`config.mk`:
```
export PLATFORM = sky130hd
export DESIGN_NAME = bram_block_reader_flat
export DESIGN_NICKNAME = d
export VERILOG_FILES = /design/src/rtl/bram_block_reader_if.sv /design/src/rtl/bram_block_reader.sv /design/src/flat_wrapper.sv
export SDC_FILE = /design/constraint.sdc
export NUM_CORES = 1
export LEC_CHECK = 0
export CAP_MARGIN = 20
export CORE_MARGIN = 5
export CORE_UTILIZATION = 50
export CTS_CLUSTER_DIAMETER = 60
export DETAILED_ROUTE_END_ITERATION = 7
export GPL_TIMING_DRIVEN = 1
export PLACE_DENSITY = 0.76
export SETUP_SLACK_MARGIN = 0.1
export SLEW_MARGIN = 20
export SYNTH_ARGS = -nofsm -noshare
export SYNTH_HDL_FRONTEND = slang
export SYNTH_SLANG_ARGS = --single-unit
```
`constraint.sdc`:
```
create_clock -name clk -period 2.62 [get_ports clk]
set_clock_uncertainty 0.05 [all_clocks]
set_input_delay 0.524 -clock clk [delete_from_list [all_inputs] [get_ports clk]]
set_output_delay 0.524 -clock clk [all_outputs]
set_load 0.02 [all_outputs]
```
`src/rtl/bram_block_reader_if.sv`:
```
// bram_block_reader_if: command, RAM read port and output stream of bram_block_reader
interface bram_block_reader_if #(
  parameter int ADDR_W = 10,
  parameter int DATA_W = 16
);
  logic              start;
  logic [ADDR_W-1:0] base_addr;
  logic [ADDR_W:0]   len;
  logic              busy;
  logic              done;
  logic              mem_we;
  logic [ADDR_W-1:0] mem_addr;
  logic [DATA_W-1:0] mem_dout;
  logic              m_valid;
  logic              m_ready;
  logic [DATA_W-1:0] m_data;
  logic              m_last;
  modport master (
    input  start, base_addr, len, mem_dout, m_ready,
    output busy, done, mem_we, mem_addr, m_valid, m_data, m_last
  );
  modport slave (
    output start, base_addr, len, mem_dout, m_ready,
    input  busy, done, mem_we, mem_addr, m_valid, m_data, m_last
  );
endinterface

```
`src/rtl/bram_block_reader.sv`:
```
// bram_block_reader: streams a wrapping block of BRAM words onto a valid/ready stream
module bram_block_reader #(
  parameter int ADDR_W = 10,
  parameter int DATA_W = 16
) (
  input logic clk,
  input logic rst,
  bram_block_reader_if.master bus
);
  typedef enum logic {IDLE, RUN} state_t;
  state_t            state_q, state_d;
  logic              busy_q, busy_d, done_q, done_d, v1_q, v1_d, v2_q, v2_d;
  logic [ADDR_W-1:0] addr_q, addr_d, mem_addr_q, mem_addr_d, cur;
  logic [ADDR_W:0]   issue_q, issue_d, deliver_q, deliver_d;
  logic [DATA_W-1:0] fifo_q [4];
  logic [DATA_W-1:0] fifo_d [4];
  logic [1:0]        wr_q, wr_d, rd_q, rd_d;
  logic [2:0]        cnt_q, cnt_d, used;
  logic              accept, issue, push, pop, last;
  // The first read goes out on the accepting edge itself so data lands in the FIFO two edges later.
  always_comb begin
    accept     = state_q == IDLE && bus.start;
    used       = cnt_q + 3'(v1_q) + 3'(v2_q);
    issue      = accept ? bus.len != '0 : state_q == RUN && issue_q != '0 && used < 3'd4;
    cur        = accept ? bus.base_addr : addr_q;
    push       = v2_q;
    pop        = cnt_q != '0 && bus.m_ready;
    last       = pop && deliver_q == (ADDR_W+1)'(1);
    mem_addr_d = issue ? cur : mem_addr_q;
    addr_d     = issue ? cur + ADDR_W'(1) : addr_q;
    issue_d    = issue ? (accept ? bus.len : issue_q) - (ADDR_W+1)'(1) : issue_q;
    deliver_d  = accept ? bus.len : deliver_q - (ADDR_W+1)'(pop);
    state_d    = accept && bus.len != '0 ? RUN : last ? IDLE : state_q;
    busy_d     = state_d == RUN;
    done_d     = (accept && bus.len == '0) || last;
    v1_d       = issue;
    v2_d       = v1_q;
    for (int i = 0; i < 4; i++) fifo_d[i] = push && wr_q == 2'(i) ? bus.mem_dout : fifo_q[i];
    wr_d       = wr_q + 2'(push);
    rd_d       = rd_q + 2'(pop);
    cnt_d      = cnt_q + 3'(push) - 3'(pop);
  end
  always_ff @(posedge clk) begin
    if (rst) begin
      state_q    <= IDLE;
      busy_q     <= 1'b0;
      done_q     <= 1'b0;
      v1_q       <= 1'b0;
      v2_q       <= 1'b0;
      addr_q     <= '0;
      mem_addr_q <= '0;
      issue_q    <= '0;
      deliver_q  <= '0;
      fifo_q     <= '{default: '0};
      wr_q       <= '0;
      rd_q       <= '0;
      cnt_q      <= '0;
    end else begin
      state_q    <= state_d;
      busy_q     <= busy_d;
      done_q     <= done_d;
      v1_q       <= v1_d;
      v2_q       <= v2_d;
      addr_q     <= addr_d;
      mem_addr_q <= mem_addr_d;
      issue_q    <= issue_d;
      deliver_q  <= deliver_d;
      fifo_q     <= fifo_d;
      wr_q       <= wr_d;
      rd_q       <= rd_d;
      cnt_q      <= cnt_d;
    end
  end
  assign bus.busy     = busy_q;
  assign bus.done     = done_q;
  assign bus.mem_we   = 1'b0;
  assign bus.mem_addr = mem_addr_q;
  assign bus.m_valid  = cnt_q != '0;
  assign bus.m_data   = fifo_q[rd_q];
  assign bus.m_last   = cnt_q != '0 && deliver_q == (ADDR_W+1)'(1);
endmodule

```
`src/flat_wrapper.sv`:
```
// flat-port wrapper written by rule: the top's interface ports become plain ports
module bram_block_reader_flat 
#(
  parameter int ADDR_W = 10,
  parameter int DATA_W = 16
)
  (clk, rst, bus_start, bus_base_addr, bus_len, bus_mem_dout, bus_m_ready, bus_busy, bus_done, bus_mem_we, bus_mem_addr, bus_m_valid, bus_m_data, bus_m_last);
  bram_block_reader_if #(.ADDR_W(ADDR_W), .DATA_W(DATA_W)) bus_i ();
  input logic clk;
  input logic rst;
  input wire logic [$bits(bus_i.start)-1:0] bus_start;
  input wire logic [$bits(bus_i.base_addr)-1:0] bus_base_addr;
  input wire logic [$bits(bus_i.len)-1:0] bus_len;
  input wire logic [$bits(bus_i.mem_dout)-1:0] bus_mem_dout;
  input wire logic [$bits(bus_i.m_ready)-1:0] bus_m_ready;
  output wire logic [$bits(bus_i.busy)-1:0] bus_busy;
  output wire logic [$bits(bus_i.done)-1:0] bus_done;
  output wire logic [$bits(bus_i.mem_we)-1:0] bus_mem_we;
  output wire logic [$bits(bus_i.mem_addr)-1:0] bus_mem_addr;
  output wire logic [$bits(bus_i.m_valid)-1:0] bus_m_valid;
  output wire logic [$bits(bus_i.m_data)-1:0] bus_m_data;
  output wire logic [$bits(bus_i.m_last)-1:0] bus_m_last;
  assign bus_i.start = bus_start;
  assign bus_i.base_addr = bus_base_addr;
  assign bus_i.len = bus_len;
  assign bus_i.mem_dout = bus_mem_dout;
  assign bus_i.m_ready = bus_m_ready;
  assign bus_busy = bus_i.busy;
  assign bus_done = bus_i.done;
  assign bus_mem_we = bus_i.mem_we;
  assign bus_mem_addr = bus_i.mem_addr;
  assign bus_m_valid = bus_i.m_valid;
  assign bus_m_data = bus_i.m_data;
  assign bus_m_last = bus_i.m_last;
  bram_block_reader #(.ADDR_W(ADDR_W), .DATA_W(DATA_W)) u_core (.clk(clk), .rst(rst), .bus(bus_i));
endmodule
```
== After elaboration in Yosys (flattened, before gate mapping) ==
Cells that the tools add are included.

* $add $sub $neg: 9
* Magnitude comparators: 2
* Eq/ne operators: 4
* Multiplexer cells: 9
* Bitwise logic cells: 2
* Reduce and logical (&&, ||, !) cells: 19

{| class="wikitable"
|+ Operators with widths
! kind !! number
|-
| binary-select mux 16 bit (select 2 bit) || 1
|-
| 2-to-1 mux 16 bit || 2
|-
| 2-to-1 mux 11 bit || 2
|-
| nonzero test 11 bit || 2
|-
| logical AND 1 bit || 12
|-
| == test 11 x 1 -> 1 bit (second input constant) || 1
|-
| zero test 11 bit || 1
|-
| subtractor 11 x 1 -> 11 bit || 1
|-
| subtractor 11 x 1 -> 11 bit (second input constant) || 1
|-
| adder 10 x 1 -> 10 bit (second input constant) || 1
|-
| 2-to-1 mux 10 bit || 1
|-
| adder 3 x 1 -> 3 bit || 3
|-
| adder 2 x 1 -> 2 bit || 2
|-
| == test 2 bit (second input constant) || 2
|-
| greater-or-equal comparator 3 bit (second input constant) || 1
|-
| < comparator 3 bit (second input constant) || 1
|-
| 2-to-1 mux 1 bit || 3
|-
| NOT 2 -> 3 bit || 1
|-
| nonzero test 3 bit || 1
|-
| subtractor 3 x 1 -> 3 bit || 1
|-
| == test 2 x 1 -> 1 bit (second input constant) || 1
|-
| zero test 2 bit || 1
|-
| nonzero test 2 bit || 1
|-
| logical OR 1 bit || 1
|-
| NOT 1 bit || 1
|}

* Register bits: 117
* Input bits: 41
* Word-level logic and storage cells: 60

== Logic depth before layout (Yosys ltp) ==
* Depth in word-level cells: 5
* Mapped depth: 12
* Mapped depth without buffers: 9

== Least setup slack after synthesis ==
Ideal clock, no wire load.

* Path kind: input-to-reg
* Start point: input port bus_start
* End point: register u_core.issue_q[8]
* Data arrival time: 2.544 ns
* Required time: 2.440 ns
* Slack: -0.104 ns
* Cell stages on the path: 12
* Buffers on the path: 4
* Cell sequence: nor2b_4 > buf_6 > buf_6 > buf_2 > buf_2 > mux2i_1 > ha_1 > o211ai_2 > nor3_2 > a21oi_1 > o211ai_1 > o211ai_1

* Word-level cells in the longest chain between the ends: 3
* Elaborated cells between the ends (all ways): 4

{| class="wikitable"
|+ Ends and longest elaborated chain
! element !! RTL line !! source
|-
| from (decl) || flat_wrapper.sv:11 || <nowiki>input wire logic [$bits(bus_i.start)-1:0] bus_start;</nowiki>
|-
| logical AND 1 bit (*) || bram_block_reader.sv:22 || <nowiki>accept = state_q == IDLE && bus.start;</nowiki>
|-
| 2-to-1 mux 11 bit || bram_block_reader.sv:31 || <nowiki>issue_d = issue ? (accept ? bus.len : issue_q) - (ADDR_W+1)'(1) : issue_q;</nowiki>
|-
| subtractor 11 x 1 -> 11 bit || bram_block_reader.sv:31 ||
|-
| to (signal assigned) || bram_block_reader.sv:66 || <nowiki>issue_q <= issue_d;</nowiki>
|-
| to (decl) || bram_block_reader.sv:14 || <nowiki>logic [ADDR_W:0] issue_q, issue_d, deliver_q, deliver_d;</nowiki>
|}

Mark *: on every way between the ends. The rest lies on a longest branch, timed or not.
A chain may end at the register's enable or synchronous reset.

== Final worst setup path ==
* Start point: register u_core.deliver_q[5]
* End point: output port bus_m_last

* Word-level cells in the longest chain between the ends: 2

{| class="wikitable"
|+ Ends and longest elaborated chain
! element !! RTL line !! source
|-
| from (decl) || bram_block_reader.sv:14 ||
|-
| from (signal assigned) || bram_block_reader.sv:67 || <nowiki>deliver_q <= deliver_d;</nowiki>
|-
| == test 11 x 1 -> 1 bit || bram_block_reader.sv:80 || <nowiki>assign bus.m_last = cnt_q != '0 && deliver_q == (ADDR_W+1)'(1);</nowiki>
|-
| logical AND 1 bit || bram_block_reader.sv:80 ||
|-
| to (decl) || flat_wrapper.sv:22 || <nowiki>output wire logic [$bits(bus_i.m_last)-1:0] bus_m_last;</nowiki>
|}

Every way passes these cells.

==> impl_metrics.env <==
export IMPL_yosysWarningCount=0
export IMPL_hold_ws_ns=0.380
export IMPL_power_switching_mw=1.76
export IMPL_syn_inst=688
export IMPL_worst_endpoint_arrival_ns=1.85
export IMPL_cts_num_sinks=117
export IMPL_drt_total_wl_um=16400
export IMPL_hp_class="input port to register"
export IMPL_rows=39
export IMPL_clk_latency_ns=0.41
export IMPL_ys_ff_latch=117
export IMPL_critPathKind="register to output port"
export IMPL_tns_ns=0
export IMPL_synth_ff_type="dfxtp_1"
export IMPL_cp_slowest_cell="or4_1"
export IMPL_crit_fanout=5
export IMPL_cts_root_buf="clkbuf_16"
export IMPL_slowest_delay_ns=0.56
export IMPL_syn_area_um2=5760
export IMPL_placed_cell_area_um2=6860
export IMPL_dr_first_iter_drc_count=455
export IMPL_grt_pass1_vias=5588
export IMPL_end_kind="output port"
export IMPL_path_cells="or4_1 > nor4_2 > clkbuf_2"
export IMPL_p_int_mw=4.25
export IMPL_ant_nets=0
export IMPL_port_buffers=70
export IMPL_final_cells=946
export IMPL_track_usage_pct=23.4
export IMPL_cts_buffers_inserted=17
export IMPL_drive_gt1_share_pct=17.1
export IMPL_area_growth_pct=31.0
export IMPL_dieHeight_um=117
export IMPL_grt_max_degree=61
export IMPL_ir_drop_v=0.000584
export IMPL_core_area_um2=11400
export IMPL_power_frac_clock_pct=41.7
export IMPL_synth_area_leaders="dfxtp_1 (41%), nand2_1 (11%), a21oi_1 (8.1%)"
export IMPL_dieArea_um2=13800
export IMPL_grt_pass1_wl_um=26700
export IMPL_cts_max_level=4
export IMPL_multi_input_area_um2=3170
export IMPL_worstMarginPinSlew_ns=0.773
export IMPL_fin_util_pct=66.4
export IMPL_gp_congestion=0.852
export IMPL_async_reset_ff_share_pct=0
export IMPL_worstPathRequired_ns=2.05
export IMPL_antenna_found_initial=0
export IMPL_layout_setup_ws_ns=0.192
export IMPL_drc=0
export IMPL_syn_nets=739
export IMPL_synth_edff_count=0
export IMPL_fin_crit_sh_pct=92.7
export IMPL_cts_tree="yes"
export IMPL_num_io_pins=72
export IMPL_combinationalPowerShare_pct=24.0
export IMPL_critPathLaunchType="register"
export IMPL_vias=5570
export IMPL_clk_path_buf_depth=2
export IMPL_drtPass1Iterations=6
export IMPL_cap_viol_max_count=0
export IMPL_cp_top_family="simple AND/OR/NAND/NOR gates"
export IMPL_ys_seq_area_share_pct=40.7
export IMPL_synth_top_area_share_pct=40.7
export IMPL_die_x_um=117
export IMPL_r2r_slack_ns=0.24
export IMPL_numPlacedInstances=908
export IMPL_grt_ovfl_total=0
export IMPL_leakage_nw=2.81
export IMPL_n_antenna_cell=0
export IMPL_status="completed"
export IMPL_maxSlewViolCount=0
export IMPL_viasPerCell=5.89
export IMPL_grt_setup_unrepaired="false"
export IMPL_wl_per_cell_um=17.3
export IMPL_ctsHoldBuffers=0
export IMPL_final_seq_area_um2=2340
export IMPL_yosysUniqueCellTypes=68
export IMPL_clk_pin_slew_ns=0.06
export IMPL_crit_buf_inv=1
export IMPL_synth_area_leader_cell="dfxtp_1"
export IMPL_period_needed_ns=2.43
export IMPL_finalHoldViolations=0
export IMPL_start_util_pct=50.7
export IMPL_relSlewSlack_pct=48.3
export IMPL_finalSetupViolCount=0
export IMPL_syn_area_per_cell_um2=8.37
export IMPL_power_density_nw_per_um2=797
export IMPL_p_total_mw=6.01
export IMPL_switching_share_pct=29.3
export IMPL_layout_nets=841
export IMPL_stdcell_area_um2=7550
export IMPL_fmax_mhz=412
export IMPL_place_worst_setup_slack_ns=-0.144
export IMPL_dp_hpwl_um=10800
export IMPL_seqPwrFrac_pct=34.3
export IMPL_fillers=901
## Yosys cell counts, drive strengths merged (2+ instances only)
cell,number
o31ai,2
nor4,7
clkbuf,33
and2,3
o2111ai,4
nand4,7
mux2,3
nor2,48
nand2b,3
a211oi,12
mux2i,14
nand3b,4
inv,13
or4b,2
buf,14
a311oi,7
a31oi,6
dfxtp,117
or2,2
nor3,15
o211ai,8
ha,9
a41o,2
or3b,2
mux4,16
nand2,166
a21oi,93
o21ai,19
a41oi,3
o311ai,5
nor2b,7
or3,6
nand3,7
xnor2,11
## cell families after synthesis
kind of cell	after synthesis	synth area share (%)
mux	33	9.54
buf+inv	60	4.60
other cells	1	0.0651
simple gates	287	23.1
flops	117	40.7
xor+xnor	12	1.82
compound gates	168	17.9
fa+ha+maj	10	2.30
## power groups by stage
stage	clock [mW]	combinational (mW)	sequential, mW
after floorplan	0	0.861	2.08
after global placement	0	1.35	2.07
after detailed placement	0	1.39	2.08
after CTS	2.53	1.39	2.05
after global routing	2.63	1.56	2.08
final	2.51	1.45	2.06
## path summary, 6_finish.rpt
check / startpoint / to / cells after the start
min: rst / u_core.addr_q[7]$_SDFFE_PP0P_ / 2
max reg2reg: u_core.cnt_q[0]$_SDFF_PP0_ / u_core.cnt_q[2]$_SDFF_PP0_ / 9
max: u_core.deliver_q[5]$_SDFF_PP0_ / bus_m_last / 3
min reg2reg: u_core.fifo_q[29]$_SDFFE_PP0P_ / u_core.fifo_q[29]$_SDFFE_PP0P_ / 2
## layer usage
metal / up-vias / wire length [um] / track usage (%)
li1: 2649 / - / -
met1: 2639 / 6760 / 28.0
met2: 239 / 8160 / 38.9
met3: 43 / 1060 / 6.11
met4: 0 / 430 / 11.0
met5: - / 0 / 0
## registers in the layout, summed over array words and instances (netlist names)
name / flops
u_core.v1_q: 1
u_core.issue_q: 11
u_core.rd_q: 2
u_core.deliver_q: 11
u_core.cnt_q: 3
u_core.state_q: 1
u_core.bus.mem_addr: 10
u_core.bus.done: 1
u_core.wr_q: 2
u_core.fifo_q: 64
u_core.addr_q: 10
u_core.push: 1
## cell usage in the layout (no fill, tap or decap), types with 3 or more instances in the layout
cell type / netlist / layout
o21ai_1: 3 / 3
or3_1: 6 / 6
a41oi_1: 3 / 3
a311oi_1: 7 / 7
xnor2_1: 11 / 11
nor2b_1: 6 / 6
buf_4: 2 / 58
a211oi_1: 12 / 12
inv_6: 0 / 4
a31oi_1: 6 / 6
nand3b_1: 3 / 3
clkdlybuf4s50_1: 0 / 52
o311ai_1: 1 / 3
nor2_1: 48 / 48
dlygate4sd2_1: 0 / 16
inv_1: 13 / 13
clkinv_4: 0 / 3
nand4_1: 7 / 7
clkbuf_16: 0 / 18
mux2i_1: 11 / 11
nor4_1: 6 / 5
nor3_1: 14 / 14
a21oi_1: 93 / 93
o2111ai_1: 4 / 4
nand3_1: 5 / 5
o21ai_0: 16 / 16
dfxtp_1: 117 / 116
o211ai_1: 7 / 7
ha_1: 9 / 8
mux4_2: 16 / 16
bufinv_16: 0 / 4
mux2i_2: 3 / 3
nand2_1: 166 / 166
## layout make-up
| type | instances | area share [%] |
|---|---|---|
| Multi-Input combinational cell | 511 | 42.0 |
| Sequential cell | 117 | 31.0 |
| Timing Repair Buffer | 130 | 15.4 |
| Clock buffer | 18 | 5.82 |
| Clock inverter | 14 | 2.64 |
| Tap cell | 143 | 2.37 |
| Inverter | 13 | 0.646 |
## worst reg2reg max path, delay by kind of cell (launching register included)
kind                       cells  cell delay, ns
xor gates and xnor gates       2            0.33
adders and majority gates      3            0.83
buffers and inverters          1            0.04
DFF                            1            0.32
and+or+nand+nor                3            0.69
## what timing repair did
| item | 4_1_cts | 5_1_grt |
|---|---|---|
| gates cloned | 0 | 1 |
| pin swaps | 0 | 1 |
| gates resized for setup | 18 | 5 |
| endpoints found under the hold margin | 0 | 0 |
| setup endpoints to repair | 17 | 14 |
| buffers inserted | 0 | 5 |
No activity file was read; power rests on OpenSTA's default activity.
